### config.mk
export PLATFORM = sky130hd
export DESIGN_NAME = comfort_ramp_ctrl_flat
export DESIGN_NICKNAME = d
export VERILOG_FILES = /design/src/rtl/comfort_ramp_ctrl_if.sv /design/src/rtl/comfort_ramp_ctrl.sv /design/src/flat_wrapper.sv
export SDC_FILE = /design/constraint.sdc
export NUM_CORES = 1
export LEC_CHECK = 0
export CELL_PAD_IN_SITES_DETAIL_PLACEMENT = 0
export CELL_PAD_IN_SITES_GLOBAL_PLACEMENT = 1
export CORE_MARGIN = 10
export CORE_UTILIZATION = 35
export DETAILED_ROUTE_END_ITERATION = 10
export PLACE_DENSITY = 0.77
export SLEW_MARGIN = 5
export SYNTH_ARGS = -nofsm -noshare
export SYNTH_HDL_FRONTEND = slang
export SYNTH_SLANG_ARGS = --single-unit
### constraint.sdc
create_clock -name clk -period 2.85 [get_ports clk]
set_clock_uncertainty 0.05 [all_clocks]
set_input_delay 0.57 -clock clk [delete_from_list [all_inputs] [get_ports clk]]
set_output_delay 0.57 -clock clk [all_outputs]
set_load 0.005 [all_outputs]
### src/rtl/comfort_ramp_ctrl_if.sv
// rtl/comfort_ramp_ctrl_if.sv - access/setpoint bundle between the sequencer and its neighbours
interface comfort_ramp_ctrl_if #(
  parameter int W = 8
);
  logic         pass_check;
  logic         start;
  logic [W-1:0] T_ideal;
  logic [W-1:0] L_ideal;
  logic [W-1:0] T_sens;
  logic [W-1:0] L_sens;
  logic [W-1:0] T_set;
  logic [W-1:0] L_set;
  logic         busy;
  logic         act_stb;
  logic         act_sel;
  logic         done;
  logic         aborted;

  modport master (
    output pass_check, start, T_ideal, L_ideal, T_sens, L_sens,
    input  T_set, L_set, busy, act_stb, act_sel, done, aborted
  );

  modport slave (
    input  pass_check, start, T_ideal, L_ideal, T_sens, L_sens,
    output T_set, L_set, busy, act_stb, act_sel, done, aborted
  );
endinterface

### src/rtl/comfort_ramp_ctrl.sv
// rtl/comfort_ramp_ctrl.sv - clocked round-robin ramp of temperature/light setpoints
module comfort_ramp_ctrl #(
  parameter int STEP_DIV = 10,
  parameter int W        = 8
) (
  input logic               clk,
  input logic               rst,
  comfort_ramp_ctrl_if.slave bus
);
  localparam int            CW     = (STEP_DIV > 1) ? $clog2(STEP_DIV) : 1;
  localparam logic [CW-1:0] RELOAD = CW'(STEP_DIV - 1);

  typedef enum logic {IDLE, RAMP} state_t;

  state_t        state;
  logic [CW-1:0] cnt;
  logic          rr;
  logic [W-1:0]  t_tgt, l_tgt;
  logic [W-1:0]  t_set, l_set;
  logic          busy, act_stb, act_sel, done, aborted;

  logic t_pend, l_pend, sel;

  assign t_pend = (t_set != t_tgt);
  assign l_pend = (l_set != l_tgt);
  // Round-robin only arbitrates when both channels still need steps.
  assign sel    = (t_pend && l_pend) ? rr : l_pend;

  always_ff @(posedge clk or posedge rst) begin
    if (rst) begin
      state   <= IDLE;
      cnt     <= '0;
      rr      <= 1'b0;
      t_tgt   <= '0;
      l_tgt   <= '0;
      t_set   <= '0;
      l_set   <= '0;
      busy    <= 1'b0;
      act_stb <= 1'b0;
      act_sel <= 1'b0;
      done    <= 1'b0;
      aborted <= 1'b0;
    end else begin
      act_stb <= 1'b0;
      done    <= 1'b0;
      aborted <= 1'b0;
      case (state)
        IDLE: begin
          if (bus.start && bus.pass_check) begin
            t_set <= bus.T_sens;
            l_set <= bus.L_sens;
            t_tgt <= bus.T_ideal;
            l_tgt <= bus.L_ideal;
            busy  <= 1'b1;
            rr    <= 1'b0;
            cnt   <= RELOAD;
            state <= RAMP;
          end
        end
        RAMP: begin
          if (!bus.pass_check) begin
            busy    <= 1'b0;
            aborted <= 1'b1;
            state   <= IDLE;
          end else if (cnt != '0) begin
            cnt <= cnt - CW'(1);
          end else begin
            cnt <= RELOAD;
            if (!t_pend && !l_pend) begin
              done  <= 1'b1;
              busy  <= 1'b0;
              state <= IDLE;
            end else begin
              act_stb <= 1'b1;
              act_sel <= sel;
              rr      <= ~sel;
              // Steps only move toward the latched target, so no wrap is possible.
              if (!sel) t_set <= (t_set < t_tgt) ? t_set + W'(1) : t_set - W'(1);
              else      l_set <= (l_set < l_tgt) ? l_set + W'(1) : l_set - W'(1);
            end
          end
        end
      endcase
    end
  end

  assign bus.T_set   = t_set;
  assign bus.L_set   = l_set;
  assign bus.busy    = busy;
  assign bus.act_stb = act_stb;
  assign bus.act_sel = act_sel;
  assign bus.done    = done;
  assign bus.aborted = aborted;
endmodule

### src/flat_wrapper.sv
// flat-port wrapper written by rule: the top's interface ports become plain ports
module comfort_ramp_ctrl_flat 
#(
  parameter int STEP_DIV = 10,
  parameter int W        = 8
)
  (clk, rst, bus_pass_check, bus_start, bus_T_ideal, bus_L_ideal, bus_T_sens, bus_L_sens, bus_T_set, bus_L_set, bus_busy, bus_act_stb, bus_act_sel, bus_done, bus_aborted);
  comfort_ramp_ctrl_if #(.W(W)) bus_i ();
  input logic clk;
  input logic rst;
  input wire logic [$bits(bus_i.pass_check)-1:0] bus_pass_check;
  input wire logic [$bits(bus_i.start)-1:0] bus_start;
  input wire logic [$bits(bus_i.T_ideal)-1:0] bus_T_ideal;
  input wire logic [$bits(bus_i.L_ideal)-1:0] bus_L_ideal;
  input wire logic [$bits(bus_i.T_sens)-1:0] bus_T_sens;
  input wire logic [$bits(bus_i.L_sens)-1:0] bus_L_sens;
  output wire logic [$bits(bus_i.T_set)-1:0] bus_T_set;
  output wire logic [$bits(bus_i.L_set)-1:0] bus_L_set;
  output wire logic [$bits(bus_i.busy)-1:0] bus_busy;
  output wire logic [$bits(bus_i.act_stb)-1:0] bus_act_stb;
  output wire logic [$bits(bus_i.act_sel)-1:0] bus_act_sel;
  output wire logic [$bits(bus_i.done)-1:0] bus_done;
  output wire logic [$bits(bus_i.aborted)-1:0] bus_aborted;
  assign bus_i.pass_check = bus_pass_check;
  assign bus_i.start = bus_start;
  assign bus_i.T_ideal = bus_T_ideal;
  assign bus_i.L_ideal = bus_L_ideal;
  assign bus_i.T_sens = bus_T_sens;
  assign bus_i.L_sens = bus_L_sens;
  assign bus_T_set = bus_i.T_set;
  assign bus_L_set = bus_i.L_set;
  assign bus_busy = bus_i.busy;
  assign bus_act_stb = bus_i.act_stb;
  assign bus_act_sel = bus_i.act_sel;
  assign bus_done = bus_i.done;
  assign bus_aborted = bus_i.aborted;
  comfort_ramp_ctrl #(.STEP_DIV(STEP_DIV), .W(W)) u_core (.clk(clk), .rst(rst), .bus(bus_i));
endmodule
==> Word-level counts from Yosys, hierarchy flattened <==
Cells that the tools add are included.
{ "word_totals": {"out_inout_bits": 21, "regBits": 43, "word_cells": 89} }
{ "op_classes": {"n_eq_ne": 10, "n_lt_le_gt_ge": 2, "n_addsub": 5, "reduce_logical": 13, "bitwise_logic": 4, "muxes": 43} }
{ "ops": {"columns": ["op", "n"], "rows": [
  ["two-way mux 8 bit", 12],
  ["case mux 8 bit (2 select lines)", 2],
  ["two-way mux 1 bit", 22],
  ["adder 8 x 1 -> 8 bit, second input constant", 2],
  ["less-than comparator 8 bit", 2],
  ["!= test 8 bit", 2],
  ["subtractor 8 x 1 -> 8 bit, second input constant", 2],
  ["two-way mux 4 bit", 3],
  ["!= test 2 bit, second input constant", 5],
  ["AND reduction 5 bit", 2],
  ["case mux 4 bit (2 select lines)", 1],
  ["AND reduction 4 bit", 2],
  ["!= test 3 bit, second input constant", 2],
  ["case mux 1 bit (2 select lines)", 3],
  ["NOT 1 bit", 4],
  ["AND reduction 2 bit", 2],
  ["nonzero test 4 bit", 1],
  ["subtractor 4 x 1 -> 4 bit, second input constant", 1],
  ["logical AND 1 bit", 3],
  ["AND reduction 3 bit", 1],
  ["zero test 1 bit", 2],
  ["!= test 2 x 1 -> 1 bit, second input constant", 1]
]} }

==> Logic depth before layout (Yosys ltp) <==
Gate-level depths: netlist of run 1.
{ "logic_depth": {"word_depth": 8, "ltp_mapped": 13, "mapped_depth_nobuf": 13} }

==> Worst setup path after synthesis of run 1 <==
OpenSTA, ideal clock, no wires.
{ "synth_path": {"path_kind": "register to register", "start": "register u_core.t_set[1], in the netlist u_core.bus.T_set[1]", "end": "register u_core.t_set[7], in the netlist u_core.bus.T_set[7]", "slack_ns": -0.216, "synth_period_minus_slack_ns": 3.066, "t_arrival_ns": 2.888, "n_path_buf": 0, "stages_incl_launch_ff": 13, "path_cell_list": "dfrtp_1 ha_1 nor2b_1 o211ai_1 a21oi_1 or3_1 ha_1 a21oi_1 o211ai_1 o41ai_1 o31a_1 nor3_1 nand3b_1"} }
{ "synth_via": {"elab_chain_cells": 7} }
{ "synth_rtl": {"columns": ["element", "line_no", "source"], "rows": [
  ["from (decl)", "comfort_ramp_ctrl.sv:19", "logic [W-1:0] t_set, l_set;"],
  ["from (signal assigned)", "comfort_ramp_ctrl.sv:50", "t_set <= bus.T_sens;"],
  ["from (signal assigned)", "comfort_ramp_ctrl.sv:78", "if (!sel) t_set <= (t_set < t_tgt) ? t_set + W'(1) : t_set - W'(1);"],
  ["subtractor 8 x 1 -> 8 bit (tied with other cells)", "comfort_ramp_ctrl.sv:78", null],
  ["two-way mux 8 bit (2 in series)", "comfort_ramp_ctrl.sv:78", null],
  ["two-way mux 8 bit", "comfort_ramp_ctrl.sv:69", "if (!t_pend && !l_pend) begin"],
  ["two-way mux 8 bit", "comfort_ramp_ctrl.sv:65", "end else if (cnt != '0) begin"],
  ["two-way mux 8 bit", "comfort_ramp_ctrl.sv:61", "if (!bus.pass_check) begin"],
  ["case mux 8 bit (2 select lines)", "comfort_ramp_ctrl.sv:47", "case (state)"]
]} }
Parallel ways exist; a longest one is shown, timed or not. The select of a mux whose other input is x is not followed.
A chain may end at the register's enable or synchronous reset.

==> Worst setup path in the final report of run 1 <==
{ "layout_path": {"start": "register u_core.t_set[1], in the netlist u_core.bus.T_set[1]", "end": "register u_core.t_set[6], in the netlist u_core.bus.T_set[6]"} }
Same word-level chain as after synthesis.

==> results by group, run 1 <==
Routing
  – Vias post-DR: 2,603
  – Detailed Route WL: 7931 um
  – Iter 0 DRT Violations: 109
  – Routed wire per std cell: 15.28 um
  – DRT Pass-1 Iters: 4
  – Antenna-violating nets left: 0
  – DRC Markers: 0
  – Via density: 5.015

Floorplan
  – Initial core utilization: 36.34%
  – FP Rows: 32
  – Die width: 109.8 um
  – Die area: 12,060 um2
  – I/O Pins: 57
  – Die height: 109.8 um
  – CORE AREA: 7767 um2

Min path
  – Hold Path Depth: 2
  – Worst hold path class: flip-flop to flip-flop

Finish
  – Inserted Diodes: 0
  – Area delta synth->final: 51.06%
  – NumNets Final: 486
  – Layout cells sized above 1: 25.66%

Timing
  – Tcrit/Tclk final: 108.8%
  – Fmax: 322.4 MHz
  – Rel. slew slack: 61.15%
  – # setup viols final: 7
  – Min Tclk post-route: 3.102 ns
  – Setup ws final: -0.2521 ns
  – Worst Tran Pin Value: 0.5828 ns
  – Final Hold Violating Endpoints: 0
  – Min Hold Slack: 0.4368 ns
  – RSZ-0062 raised after global routing: yes
  – Final Slew Violations: 0

Global route
  – Initial antenna violation count: 0
  – Remaining global-route overflow: 0
  – Largest net degree at the start of global routing: 44
  – First-pass GRT wire length: 13,230 um
  – Gr usage total: 13.54%
  – Number of global-route vias before repair: 2,693

Yosys
  – Adder and majority cell fraction of the synthesized area: 15.60%
  – Post-Synthesis Cells: 311
  – Area of the mapped netlist: 2823 um2
  – Yosys top cell by area: dfrtp_1
  – Post-synthesis compound-gate area fraction: 18.84%
  – Synth Area per Inst: 9.076 um2
  – Post-Synth Simple-Gate Area: 16.89%
  – Synth top area share: 38.12%
  – Ys Warns: 0
  – Yosys cell types: 48
  – Asr flop ratio synth: 100.0%
  – Ys flop type: dfrtp_1
  – Sequential area share after synthesis: 38.12%
  – Number of flops mapped to enable cells by yosys: 0
  – Seq cells post-synth: 43
  – Post-synth net total: 381
  – Multiplexer area fraction after synthesis: 2.837%
  – Dominant cells by area after synthesis: dfrtp_1 38%, ha_1 14%, o21ai_0 6.7%, nand2_1 5.9%, a21oi_1 3.9%
  – Main combinational cell family by area after synthesis: compound AO/OA/AOI/OAI gates
  – Commonest cells in the netlist: 44 x nand2_1, 43 x dfrtp_1, 38 x o21ai_0
  – Most frequent cell after synthesis: nand2_1
  – Post-Synth XOR/XNOR Area: 2.793%

Clock tree
  – TritonCTS Buffers: 5
  – Clock sink count: 43
  – CTS H-tree lvls: 2
  – Maximum clock insertion buffer count: 2
  – Root buf cell: clkbuf_8
  – CTS clk-pin slew, worst paths: 0.09 ns
  – TritonCTS clock tree: yes
  – Clk_lat worst skew: 0.30 ns

Run status
  – Outcome: finished with violations
  – Failing checks: negative setup slack

Worst setup path
  – Setup crit start kind: flip-flop
  – Crit Path Class: flip-flop to flip-flop
  – Arrival time at the worst endpoint: 3.23 ns
  – Reg2Reg Depth: 13
  – Worst path required time: 2.97 ns
  – CP Capture Type: flip-flop
  – Critical-path maximum fanout: 7

Pwr
  – VDD IR-drop max: 0.8592 mV
  – Pwr per Cell Area: 1346 nW/um2
  – Power, Total: 5.739 mW
  – Pleak: 1.888 nW

Place
  – Port bufs: 56
  – Global placer's final weighted congestion: 0.8401
  – Dpl hpwl: 5983 um

Run
  – Max cap viols: 0
==> path summary, 6_finish.rpt <==
kind | start | to | slack [ns]
worst max-delay path | u_core.bus.T_set[1]$_DFFE_PP0P_ | u_core.bus.T_set[6]$_DFFE_PP0P_ | -0.25
worst min-delay path | u_core.l_tgt[0]$_DFFE_PP0P_ | u_core.l_tgt[0]$_DFFE_PP0P_ | 0.44
worst max register to register | u_core.bus.T_set[1]$_DFFE_PP0P_ | u_core.bus.T_set[6]$_DFFE_PP0P_ | -0.25
worst min register to register | u_core.l_tgt[0]$_DFFE_PP0P_ | u_core.l_tgt[0]$_DFFE_PP0P_ | 0.44
max in group asynchronous | rst | u_core.bus.L_set[1]$_DFFE_PP0P_ | 1.65
min in group asynchronous | rst | u_core.bus.L_set[5]$_DFFE_PP0P_ | 0.68
==> critical path, stage by stage (launching register included) <==
cell,delay (ns)
dfrtp_1,0.42
ha_4,0.22
nor2b_4,0.12
o211ai_1,0.21
a21oi_2,0.09
or3_4,0.48
buf_4,0.17
fa_2,0.33
a21o_1,0.17
a21o_1,0.19
a21oi_2,0.15
nor4b_1,0.07
a311oi_1,0.20
o21ai_1,0.09
==> flip-flops by register name, summed over array words and instances, names as in the netlist <==
name                count
u_core.bus.L_set        8
u_core.bus.busy         1
u_core.bus.act_sel      1
u_core.bus.T_set        8
u_core.bus.done         1
u_core.cnt              4
u_core.state            1
u_core.rr               1
u_core.bus.act_stb      1
u_core.bus.aborted      1
u_core.l_tgt            8
u_core.t_tgt            8
==> cell type report <==
type                       count  area [um2]
clock inverter                 3       43.79
multi-input combinational    234        1898
sequential                    43        1077
timing repair buffer         107       954.7
inverter                      25       93.84
fill                         723        3503
tap                          102       127.6
clock buffer                   5       68.82
==> stage by stage <==
| step | setup TNS (ns) | cells | util, % | instance area, um2 | setup WS (ns) |
|---|---|---|---|---|---|
| after global routing | -2.560 | 519 | 54.90 | 4264 | -0.4769 |
| after global placement | -0.1918 | 502 | 50.11 | 3892 | -0.07043 |
| after CTS | -0.5926 | 512 | 52.51 | 4079 | -0.1549 |
| final | -1.048 | 519 | 54.90 | 4264 | -0.2521 |
| after floorplan | -0.1377 | 311 | - | 2934 | -0.06932 |
| after detailed placement | -0.7114 | 502 | 50.11 | 3892 | -0.1599 |
==> per-layer routing <==
metal	vias up	share of wire [%]	GRT usage, %
li1	1307	-	-
met1	1238	45	16.95
met2	50	49	23.29
met3	8	4.9	2.984
met4	0	0.90	2.788
met5	-	0	0
==> cell usage in the layout, fill, tap and decap left out, types with 4 or more instances in the layout <==
cell,n
nor3_1,5
dfrtp_1,42
nor2_1,11
nand3_1,8
inv_2,4
clkbuf_8,5
nand2_1,44
inv_1,21
ha_1,21
a21oi_2,7
clkdlybuf4s50_1,56
a21oi_1,13
xnor2_1,6
o21ai_0,29
ha_4,11
buf_4,48
o21ai_1,10
mux2i_1,8
o211ai_1,4
==> cell families after synthesis <==
family | Yosys count
AOI/OAI and AO/OA | 87
xor gates and xnor gates | 9
adders and majority gates | 34
buffers and inverters | 34
DFF | 43
muxes | 8
and+or+nand+nor | 96
==> timing repair <==
action	4_1_cts	5_1_grt
pin swaps	6	22
setup endpoints to repair	8	11
setup buffers	2	7
gates resized for setup	13	26
hold buffers	0	0
==> power breakdown <==
group          switching [mW]  internal (mW)
Sequential              0.149          0.836
Clock                   0.229          0.261
Combinational            1.94           2.32
Note: power is estimated with default switching activity, not from simulation.
==> inputs of run 2 (changes only) <==
--- a/config.mk
+++ b/config.mk
@@ -8,9 +8,9 @@
 export CELL_PAD_IN_SITES_DETAIL_PLACEMENT = 0
 export CELL_PAD_IN_SITES_GLOBAL_PLACEMENT = 1
 export CORE_MARGIN = 10
-export CORE_UTILIZATION = 35
+export CORE_UTILIZATION = 37
 export DETAILED_ROUTE_END_ITERATION = 10
-export PLACE_DENSITY = 0.77
+export PLACE_DENSITY = 0.78
 export SLEW_MARGIN = 5
 export SYNTH_ARGS = -nofsm -noshare
 export SYNTH_HDL_FRONTEND = slang
==> constraint.sdc (replaced) <==
create_clock -name clk -period 3 [get_ports clk]
set_clock_uncertainty 0.05 [all_clocks]
set_input_delay 0.6 -clock clk [delete_from_list [all_inputs] [get_ports clk]]
set_output_delay 0.6 -clock clk [all_outputs]
set_load 0.005 [all_outputs]
==> run 2 against run 1 <==
Effect of this change: the flow still finishes with violations (negative setup slack); critical path type unchanged; setup slack improved by 0.14 ns; largest power group unchanged; final area fell by 4.4%; highest routed layer unchanged; maximum frequency fell by 0.27%; largest cell class unchanged; cell count fell by 2.9%.
==> results by group, run 2 (synthesis results as in run 1) <==
Floorplan
  – Die width: 107.3 um
  – Die height: 107.3 um
  – I/O Pins: 57
  – Initial core utilization: 38.50%
  – Die area: 11,520 um2
  – CORE AREA: 7331 um2
  – FP Rows: 31

Global route
  – First-pass GRT wire length: 12,470 um
  – Largest net degree at the start of global routing: 44
  – Remaining global-route overflow: 0
  – Initial antenna violation count: 0
  – Gr usage total: 13.32%
  – Number of global-route vias before repair: 2,512

Pwr
  – NetSw: 2.045 mW
  – Seq pwr share: 19.1%
  – Pwr per Cell Area: 1217 nW/um2
  – Pleak: 1.809 nW
  – Internal power component: 2.918 mW
  – Comb pwr share: 71.4%
  – Sw Share: 41.21%
  – Clock share of power: 9.5%
  – VDD IR-drop max: 0.6818 mV

Clock tree
  – Clk_lat worst skew: 0.30 ns
  – Post-CTS Hold Buffers: 0
  – Maximum clock insertion buffer count: 2
  – TritonCTS clock tree: yes
  – Root buf cell: clkbuf_8
  – TritonCTS Buffers: 5
  – Clock sink count: 43
  – CTS clk-pin slew, worst paths: 0.09 ns
  – CTS H-tree lvls: 2

Place
  – Dpl hpwl: 5823 um
  – Port bufs: 56
  – Total placed cells including tap cells: 489
  – Global placer's final weighted congestion: 0.8490

Min path
  – Worst hold path class: flip-flop to flip-flop

Routing
  – Via density: 4.988
  – DRC Markers: 0
  – Detailed Route WL: 7906 um
  – Routed wire per std cell: 15.69 um
  – Iter 0 DRT Violations: 103
  – Antenna-violating nets left: 0
  – DRT Pass-1 Iters: 4
  – Vias post-DR: 2,514

Worst setup path
  – CP Capture Type: flip-flop
  – Critical-path maximum fanout: 6
  – Slowest CP cell: or3_4
  – Crit-path cells: ha_4 > nor2b_4 > o211ai_1 > a21oi_2 > or3_4 > ha_4 > a21oi_2 > o211ai_1 > o41ai_2 > o31a_1 > nor3_1 > nand3b_1
  – Setup crit start kind: flip-flop
  – Arrival time at the worst endpoint: 3.25 ns
  – Critical path's largest stage delay: 0.48 ns
  – CP delay by family, top: compound AO/OA/AOI/OAI gates
  – Crit Path Class: flip-flop to flip-flop
  – Worst path required time: 3.14 ns
  – Worst path bufs/invs: 0

Finish
  – # fillers: 655
  – Area of the multi-input gates: 1814 um2
  – Area delta synth->final: 44.46%
  – Storage element area: 1076 um2
  – Commonest non-fill, non-tap cell in the layout: clkdlybuf4s50_1
  – Most frequent cells in the layout: 56 x clkdlybuf4s50_1, 44 x nand2_1, 43 x dfrtp_1
  – NumNets Final: 474
  – Inserted Diodes: 0
  – Non-Filler Instances: 504
  – Layout cells sized above 1: 20.49%

Run
  – Max cap viols: 0

Timing
  – Total negative setup slack: -0.2516 ns
  – Final Slew Violations: 0
  – Fmax: 321.5 MHz
  – RSZ-0062 raised after global routing: yes
  – Worst Tran Pin Value: 0.5794 ns
  – Min Hold Slack: 0.4502 ns
  – Setup ws final: -0.1106 ns
  – Rel. slew slack: 61.38%
  – Final Hold Violating Endpoints: 0
  – Min Tclk post-route: 3.111 ns
  – # setup viols final: 3
  – Tcrit/Tclk final: 103.7%

Run status
  – Outcome: finished with violations
  – Failing checks: negative setup slack
[run 2: path summary, 6_finish.rpt]
path | start | end | slack [ns] | cells after the start
worst min register to register | u_core.t_tgt[0]$_DFFE_PP0P_ | u_core.t_tgt[0]$_DFFE_PP0P_ | 0.45 | 2
worst max-delay path | u_core.bus.T_set[1]$_DFFE_PP0P_ | u_core.bus.T_set[7]$_DFFE_PP0P_ | -0.11 | 12
min in group asynchronous | rst | u_core.bus.L_set[4]$_DFFE_PP0P_ | 0.70 | 3
worst max register to register | u_core.bus.T_set[1]$_DFFE_PP0P_ | u_core.bus.T_set[7]$_DFFE_PP0P_ | -0.11 | 12
max in group asynchronous | rst | u_core.cnt[2]$_DFFE_PP0P_ | 1.81 | 3
worst min-delay path | u_core.t_tgt[0]$_DFFE_PP0P_ | u_core.t_tgt[0]$_DFFE_PP0P_ | 0.45 | 2
[run 2: worst register-to-register path: cells and delay by family, from the launching register on]
family / cells / cell delay [ns]
AO/OA/AOI/OAI: 6 / 1.23
adder cells (fa/ha/maj): 2 / 0.51
flip-flops: 1 / 0.43
AND/OR/NAND/NOR: 4 / 0.81
[run 2: through the flow]
step	utilization (%)	power, mW	cell area, um2	setup WS [ns]
finish	55.62	4.962	4078	-0.1106
global route	55.62	5.417	4078	-0.2965
CTS	52.50	4.434	3849	-0.01918
detailed placement	50.64	3.876	3712	-0.06678
global placement	50.64	3.816	3712	0.007573
floorplan	-	2.798	2833	0.01662
[run 2: power groups by stage]
stage | Clock [mW] | Sequential (mW) | Combinational, mW
2_1_floorplan | 0 | 0.966 | 1.83
3_3_place_gp | 0 | 0.944 | 2.87
3_5_place_dp | 0 | 0.949 | 2.93
4_1_cts | 0.487 | 0.940 | 3.01
5_1_grt | 0.504 | 0.973 | 3.94
6_report | 0.473 | 0.947 | 3.54
[run 2: repair_timing]
action | CTS | global route
setup endpoints to repair | 4 | 9
pin swaps | 0 | 20
resized for setup | 4 | 27
buffers inserted | 0 | 7
[run 2: area by class of cell]
class / count / share of cell area (%)
Clock inverter: 3 / 1.074
Clock buffer: 5 / 1.688
Timing Repair Buffer: 95 / 21.02
Sequential cell: 43 / 26.39
Inverter: 25 / 2.301
Tap cell: 99 / 3.038
Multi-Input combinational cell: 234 / 44.49
[run 2: routing by layer]
metal / global-route usage [%] / routed length, um
met1: 17.10 / 3701
met5: 0 / 0
met3: 2.874 / 299
met2: 21.68 / 3776
met4: 4.389 / 129
